<file path="src/rtl/iot_riscv_hazard_pkg.sv">
// Shared types and helpers for the iot_riscv hazard controller.
// Optional feature macro: IOT_RISCV_HAZARD_PERF_EN.
package iot_riscv_hazard_pkg;

   localparam int FCNT_W    = 2;
   localparam int IDX_MAX_W = 8;

   typedef enum logic [1:0] {
      ST_RUN,
      ST_FLUSH,
      ST_DRAIN
   } hz_state_e;

   typedef enum logic [2:0] {
      M_RST,
      M_STALL,
      M_FLUSH,
      M_DRAIN,
      M_DATA,
      M_IDLE,
      M_RUN
   } hz_mode_e;

   // x0 is hardwired, so it never matches anything.
   function automatic logic idx_hit(
      input logic [IDX_MAX_W-1:0] a,
      input logic [IDX_MAX_W-1:0] b
   );
      return (a != '0) && (a == b);
   endfunction

endpackage

</file>
<file path="src/rtl/iot_riscv_hazard_fwd_sel.sv">
// Priority forwarding match and mux for one source operand.
// Stage 0 is the youngest producer and wins over older ones.
module iot_riscv_hazard_fwd_sel
   import iot_riscv_hazard_pkg::*;
#(
   parameter int DW     = 32,
   parameter int REG_AW = 5,
   parameter int NFWD   = 2
) (
   input  logic                   uses,
   input  logic [REG_AW-1:0]      idx,
   input  logic [NFWD-1:0]        fwd_valid,
   input  logic [NFWD-1:0]        fwd_rdy,
   input  logic [NFWD*REG_AW-1:0] fwd_rd_index,
   input  logic [NFWD*DW-1:0]     fwd_data,
   output logic                   en,
   output logic [DW-1:0]          data,
   output logic                   hit_not_ready
);

   logic [NFWD-1:0] hit;

   always_comb begin
      for (int k = 0; k < NFWD; k++) begin
         hit[k] = uses && fwd_valid[k] && idx_hit(
            IDX_MAX_W'(idx),
            IDX_MAX_W'(fwd_rd_index[k*REG_AW +: REG_AW]));
      end
   end

   always_comb begin
      en            = 1'b0;
      data          = '0;
      hit_not_ready = 1'b0;
      // Walk oldest to youngest so the nearest hit is applied last.
      for (int k = NFWD - 1; k >= 0; k--) begin
         if (hit[k]) begin
            en            = fwd_rdy[k];
            hit_not_ready = !fwd_rdy[k];
            data          = fwd_rdy[k] ? fwd_data[k*DW +: DW] : '0;
         end
      end
   end

endmodule

</file>
<file path="src/rtl/iot_riscv_hazard_ctrl.sv">
// Hazard controller: scoreboard, forwarding, branch flush, fence drain.
// Optional perf counters behind IOT_RISCV_HAZARD_PERF_EN.
module iot_riscv_hazard_ctrl
   import iot_riscv_hazard_pkg::*;
#(
   parameter int DW        = 32,
   parameter int REG_AW    = 5,
   parameter int NFWD      = 2,
   parameter int FLUSH_CYC = 1
) (
   input  logic                   main_clk_i,
   input  logic                   main_rst_i,
   input  logic                   id_valid_i,
   input  logic [REG_AW-1:0]      id_ra_index_i,
   input  logic [REG_AW-1:0]      id_rb_index_i,
   input  logic                   id_uses_ra_i,
   input  logic                   id_uses_rb_i,
   input  logic [REG_AW-1:0]      id_rd_index_i,
   input  logic                   id_long_i,
   input  logic                   id_fence_i,
   input  logic [NFWD-1:0]        fwd_valid_i,
   input  logic [NFWD-1:0]        fwd_rdy_i,
   input  logic [NFWD*REG_AW-1:0] fwd_rd_index_i,
   input  logic [NFWD*DW-1:0]     fwd_data_i,
   input  logic                   wb_valid_i,
   input  logic [REG_AW-1:0]      wb_rd_index_i,
   input  logic                   branch_taken_i,
   input  logic                   pipe_stall_i,
   output logic                   if_ready_o,
   output logic                   id_ready_o,
   output logic                   ex_ready_o,
   output logic                   id_clear_o,
   output logic                   ex_clear_o,
   output logic                   hazard_o,
   output logic                   fwd_a_en_o,
   output logic                   fwd_b_en_o,
   output logic [DW-1:0]          fwd_a_data_o,
   output logic [DW-1:0]          fwd_b_data_o,
   output logic                   sb_busy_o
`ifdef IOT_RISCV_HAZARD_PERF_EN
   ,
   output logic [31:0]            perf_stall_cnt_o,
   output logic [31:0]            perf_flush_cnt_o
`endif
);

   localparam int NREG = 1 << REG_AW;

   hz_state_e         state_q;
   hz_mode_e          mode;
   logic [FCNT_W-1:0] cnt_q;
   logic              br_pend_q;
   logic [NREG-1:0]   sb_q;
   logic [NREG-1:0]   sb_set;
   logic [NREG-1:0]   sb_clr;
   logic [NREG-1:0]   sb_n;
   logic              sb_busy_q;

   logic          a_en, b_en;
   logic          a_nr, b_nr;
   logic [DW-1:0] a_data, b_data;

   logic br_eff;
   logic drain_done;
   logic fence_wait;
   logic raw_a, raw_b, waw;
   logic data_stall;
   logic issue;

   iot_riscv_hazard_fwd_sel #(
      .DW     (DW),
      .REG_AW (REG_AW),
      .NFWD   (NFWD)
   ) u_fwd_a (
      .uses          (id_uses_ra_i),
      .idx           (id_ra_index_i),
      .fwd_valid     (fwd_valid_i),
      .fwd_rdy       (fwd_rdy_i),
      .fwd_rd_index  (fwd_rd_index_i),
      .fwd_data      (fwd_data_i),
      .en            (a_en),
      .data          (a_data),
      .hit_not_ready (a_nr)
   );

   iot_riscv_hazard_fwd_sel #(
      .DW     (DW),
      .REG_AW (REG_AW),
      .NFWD   (NFWD)
   ) u_fwd_b (
      .uses          (id_uses_rb_i),
      .idx           (id_rb_index_i),
      .fwd_valid     (fwd_valid_i),
      .fwd_rdy       (fwd_rdy_i),
      .fwd_rd_index  (fwd_rd_index_i),
      .fwd_data      (fwd_data_i),
      .en            (b_en),
      .data          (b_data),
      .hit_not_ready (b_nr)
   );

   assign br_eff     = branch_taken_i | br_pend_q;
   assign drain_done = (sb_q == '0) && (fwd_valid_i == '0);

   assign fence_wait = (state_q == ST_DRAIN) ? !drain_done
                     : (id_valid_i && id_fence_i && !drain_done);

   assign raw_a = id_uses_ra_i && (id_ra_index_i != '0)
               && sb_q[id_ra_index_i] && !a_en;
   assign raw_b = id_uses_rb_i && (id_rb_index_i != '0)
               && sb_q[id_rb_index_i] && !b_en;
   assign waw   = !id_long_i && (id_rd_index_i != '0)
               && sb_q[id_rd_index_i];

   assign data_stall = id_valid_i
                    && (raw_a || raw_b || a_nr || b_nr || waw);

   always_comb begin
      if (main_rst_i)
         mode = M_RST;
      else if (pipe_stall_i)
         mode = M_STALL;
      else if (br_eff || (state_q == ST_FLUSH))
         mode = M_FLUSH;
      else if (fence_wait)
         mode = M_DRAIN;
      else if (data_stall)
         mode = M_DATA;
      else if (!id_valid_i)
         mode = M_IDLE;
      else
         mode = M_RUN;
   end

   always_comb begin
      if_ready_o = 1'b0;
      id_ready_o = 1'b0;
      ex_ready_o = 1'b0;
      id_clear_o = 1'b0;
      ex_clear_o = 1'b0;
      unique case (mode)
         M_RST: begin
            id_clear_o = 1'b1;
            ex_clear_o = 1'b1;
         end
         M_STALL: begin
         end
         // Wrong-path ID instr is dropped; EX takes a bubble.
         M_FLUSH: begin
            if_ready_o = 1'b1;
            ex_ready_o = 1'b1;
            id_clear_o = 1'b1;
            ex_clear_o = 1'b1;
         end
         M_DRAIN, M_DATA: begin
            ex_ready_o = 1'b1;
            ex_clear_o = 1'b1;
         end
         M_IDLE: begin
            if_ready_o = 1'b1;
            id_ready_o = 1'b1;
            ex_ready_o = 1'b1;
            id_clear_o = 1'b1;
         end
         default: begin
            if_ready_o = 1'b1;
            id_ready_o = 1'b1;
            ex_ready_o = 1'b1;
         end
      endcase
   end

   assign hazard_o     = !if_ready_o;
   assign fwd_a_en_o   = !main_rst_i && a_en;
   assign fwd_b_en_o   = !main_rst_i && b_en;
   assign fwd_a_data_o = main_rst_i ? '0 : a_data;
   assign fwd_b_data_o = main_rst_i ? '0 : b_data;
   assign sb_busy_o    = sb_busy_q;

   assign issue = id_valid_i && id_ready_o && id_long_i
               && (id_rd_index_i != '0);

   assign sb_set = issue ? (NREG'(1) << id_rd_index_i) : '0;
   assign sb_clr = wb_valid_i ? (NREG'(1) << wb_rd_index_i) : '0;
   assign sb_n   = (sb_q & ~sb_clr) | sb_set;

   always_ff @(posedge main_clk_i) begin
      if (main_rst_i) begin
         state_q   <= ST_RUN;
         cnt_q     <= '0;
         br_pend_q <= 1'b0;
         sb_q      <= '0;
         sb_busy_q <= 1'b0;
      end else begin
         sb_q      <= sb_n;
         sb_busy_q <= |sb_n;
         if (pipe_stall_i) begin
            if (branch_taken_i)
               br_pend_q <= 1'b1;
         end else begin
            br_pend_q <= 1'b0;
            if (br_eff) begin
               if (FLUSH_CYC > 1) begin
                  state_q <= ST_FLUSH;
                  cnt_q   <= FCNT_W'(FLUSH_CYC - 1);
               end else begin
                  state_q <= ST_RUN;
                  cnt_q   <= '0;
               end
            end else begin
               unique case (state_q)
                  ST_FLUSH: begin
                     cnt_q <= cnt_q - 1'b1;
                     if (cnt_q == FCNT_W'(1))
                        state_q <= ST_RUN;
                  end
                  ST_DRAIN: begin
                     if (drain_done)
                        state_q <= ST_RUN;
                  end
                  default: begin
                     if (fence_wait)
                        state_q <= ST_DRAIN;
                  end
               endcase
            end
         end
      end
   end

`ifdef IOT_RISCV_HAZARD_PERF_EN
   always_ff @(posedge main_clk_i) begin
      if (main_rst_i) begin
         perf_stall_cnt_o <= '0;
         perf_flush_cnt_o <= '0;
      end else begin
         if ((mode == M_DATA) && (perf_stall_cnt_o != '1))
            perf_stall_cnt_o <= perf_stall_cnt_o + 32'd1;
         if ((mode == M_FLUSH) && (perf_flush_cnt_o != '1))
            perf_flush_cnt_o <= perf_flush_cnt_o + 32'd1;
      end
   end
`endif

endmodule

</file>
<file path="config.mk">
export PLATFORM = sky130hd
export DESIGN_NAME = iot_riscv_hazard_ctrl
export DESIGN_NICKNAME = d
export VERILOG_FILES = /design/src/rtl/iot_riscv_hazard_pkg.sv /design/src/rtl/iot_riscv_hazard_fwd_sel.sv /design/src/rtl/iot_riscv_hazard_ctrl.sv
export SDC_FILE = /design/constraint.sdc
export NUM_CORES = 1
export LEC_CHECK = 0
export CAP_MARGIN = 25
export CORE_MARGIN = 2
export CORE_UTILIZATION = 48
export CTS_CLUSTER_SIZE = 20
export DETAILED_ROUTE_END_ITERATION = 16
export GPL_ROUTABILITY_DRIVEN = 1
export PLACE_DENSITY_LB_ADDON = 0.3
export SLEW_MARGIN = 20
export SYNTH_ARGS = -nofsm -noshare
export SYNTH_HDL_FRONTEND = slang
export SYNTH_SLANG_ARGS = --single-unit
</file>
<file path="constraint.sdc">
create_clock -name main_clk_i -period 12.3 [get_ports main_clk_i]
set_input_delay 3.69 -clock main_clk_i [delete_from_list [all_inputs] [get_ports main_clk_i]]
set_output_delay 3.69 -clock main_clk_i [all_outputs]
set_load 0.1 [all_outputs]
</file>
==> out/metrics.yaml, run 1 <==
critical_path:
  critPathKind: "primary input to output port"
  crit_required_ps: 8610
  worstPathMaxFanout: 17
  start_kind: "primary input"
  arrival_ps: 7150
  endpoint_kind: "output port"
logic_synthesis:
  yosysSeqAreaShare: 0.163
  async_flop_share: 0
  synth-xor-area-share: 0.0407
  synth_warnings: 0
  synthSimpleGateAreaFrac: 0.356
  synth_cells: 634
  netlist.area_leader.share: 0.188
  synth_top_cell_by_area: "nand3_1"
  synth_edf_count: 0
  synth-adder-area-share: 0
  synth_nets: 742
  synth.area.mux_share: 0.114
  avgSynthCellArea_sq_um: 6.79
  synth_top_family_by_area: "simple AND/OR/NAND/NOR gates"
  synth-seq-cells: 35
  synth_compound_area_frac: 0.252
  ys_types: 56
  yosys_most_used_dff: "dfxtp_1"
  synthTopCellsByArea: "nand3_1 19%, dfxtp_1 16%, a21oi_1 12%"
  synth_area_sq_um: 4300
die:
  core.rowCount: 34
  coreArea_sq_um: 8720
  chipHeight_um: 98.7
  die-area_sq_um: 9740
  die_w_um: 98.7
  initial_core_util: 0.493
  ioPinCount: 181
timing:
  layout_min_cycle_time_ps: 10840
  worst_slew_pin_slew_ps: 985
  finalHoldViolCount: 0
  rsz0062_at_grt: "no"
  fin_crit_sh: 0.881
  slew_violations: 0
  skew_ps: 3.39
  slew_headroom: 0.342
  setup_tns_ps: 0
  fmaxAchievable_mhz: 92.2
  setup_viol: 0
  fin_ws_ps: 1460
final_layout:
  drive_above_1_share: 0.140
  antenna_cells: 0
  syn_to_final_growth_pct: 38.5
  design.final.nets: 872
  nFillCells: 761
detailed_routing:
  drc_errors: 0
  drtPass1Iterations: 6
  wl_per_cell_um: 20.3
  vias: 5877
  wl_um: 17700
  ant_nets: 0
  drt_iter0_drc: 798
  viasPerCell: 6.73
clock_tree:
  cts_tree: "yes"
  hold_buffers: 0
  post_cts_resized: 0
  numCtsBuffers: 5
  root_buffer: "clkbuf_8"
  clk_pin_slew_ps: 70
  cts_buffer_depth: 2
  clock_sinks: 35
  htree_levels: 2
  clock_latency_ps: 290
  cts_setup_buffers: 0
power:
  p_per_area_nw_per_um2: 56.0
  leakage_uw: 0.00208
  ir_drop_mv: 0.0776
grt:
  grt_pass1_wl_um: 27400
  antenna_found_initial: 0
  grtUsageTotal: 0.340
  overflow: 0
  grt_pass1_vias: 5300
  grt_max_degree: 74
status:
  status: "finished clean"
flow_run:
  cap_viol_max_count: 0
place:
  globalplace.congestion: 0.998
  preCtsSetupSlack_ps: 1490
  dp_hpwl_um: 13000
  numPortBuffers: 180
worst_hold_path:
  hold_class: "flip-flop to flip-flop"
[critical path, stage by stage]
cell,delay (ps)
clkdlybuf4s50_1,860
buf_4,300
mux4_2,510
o211ai_1,170
and4_1,290
o311ai_4,150
o31ai_4,640
and4_1,340
buf_12,190
[sequential cells by signal, summed over array words and instances, names as in the netlist]
register and count:
state_q 1, sb_q 32, sb_busy_o 1, br_pend_q 1
[per-layer routing]
metal / vias to the layer above / track usage / wire, um
met2: 419 / 0.555 / 8070
met4: 0 / 0.131 / 701
met1: 2714 / 0.449 / 7040
met3: 80 / 0.0617 / 1900
li1: 2664 / - / -
met5: - / 0 / 0
[final cells by class]
class                      instances  area, sq um  area share
multi-input combinational        527         3290       0.552
timing repair buffer             189         1710       0.287
clock buffer                       8          100      0.0168
tap                              108          135      0.0227
sequential                        35          701       0.118
inverter                           6         22.5     0.00378
[synth_stat cells (all sizes together), types with 4 or more instances]
library cell / instances
nand4: 27
xor2: 7
mux2i: 41
a21o: 4
nor4: 14
nand2: 20
nand3b: 5
nor3: 6
nor2b: 9
clkbuf: 41
dfxtp: 35
xnor2: 13
o21ai: 37
nand3: 162
a21oi: 104
inv: 6
a31oi: 4
buf: 25
nor2: 14
a22oi: 8
[cells in the final DEF, fill, tap and decap left out, types with 3 or more instances in the layout]
master | Yosys | layout
a221oi_1 | 3 | 3
inv_1 | 6 | 6
xnor2_1 | 13 | 13
nand2b_1 | 3 | 3
buf_4 | 4 | 77
o21a_1 | 3 | 3
dfxtp_1 | 35 | 35
nand4_1 | 27 | 27
and2_1 | 3 | 3
and4_1 | 3 | 3
or3b_2 | 3 | 3
nor2_1 | 14 | 14
nand2_1 | 20 | 20
nor2b_1 | 9 | 9
mux4_2 | 3 | 3
clkbuf_8 | 0 | 7
nand3_1 | 162 | 162
xor2_1 | 7 | 7
o211ai_1 | 3 | 3
a31oi_1 | 4 | 4
o21ai_0 | 34 | 34
a21oi_1 | 104 | 104
nor4_1 | 12 | 12
nand3b_1 | 5 | 5
nor3_1 | 5 | 5
mux2i_1 | 41 | 41
clkdlybuf4s50_1 | 0 | 108
a2111oi_0 | 3 | 3
a21o_1 | 4 | 4
a22oi_1 | 8 | 8
[power by group]
part | switching [uW] | internal (uW) | leakage, uW
combinational | 73.7 | 54.0 | 0.00175
clock | 41.4 | 51.1 | 0.0000515
sequential | 0.206 | 114 | 0.000282
total | 115 | 219 | 0.00208
[worst paths after layout]
kind              depth (start not counted)    endpoint             start  slack [ps]
hold / removal                            2  state_q[1]        state_q[1]         550
setup reg to reg                          8   sb_busy_o          sb_q[25]        9380
setup / recovery                          9  id_ready_o  id_ra_index_i[0]        1460
hold reg to reg                           2  state_q[1]        state_q[1]         550
[per-stage QoR]
step	hold slack (ps)	utilization	cell area, sq um	std cells	total power (uW)
after floorplan	496	-	4300	634	187
after CTS	540	0.683	5960	873	331
final	554	0.684	5960	873	334
after detailed placement	531	0.672	5860	865	241
after global routing	594	0.684	5960	873	346
after global placement	509	0.672	5860	865	238
[logic make-up (layout without fill, tap and decap cells)]
kind of cell	Yosys count	in the layout
buffers and inverters	72	203
multiplexers	45	45
flip-flops	35	35
AND/OR/NAND/NOR	280	280
AO/OA/AOI/OAI	182	182
XOR/XNOR	20	20
Power figures use the tool's default switching activity.
==> run 2, diff against run 1 <==
Settings changed: CTS_CLUSTER_DIAMETER set to 60.
==> results of run 2 <==
Final layout, timing and power as in run 1 (identical DEF).
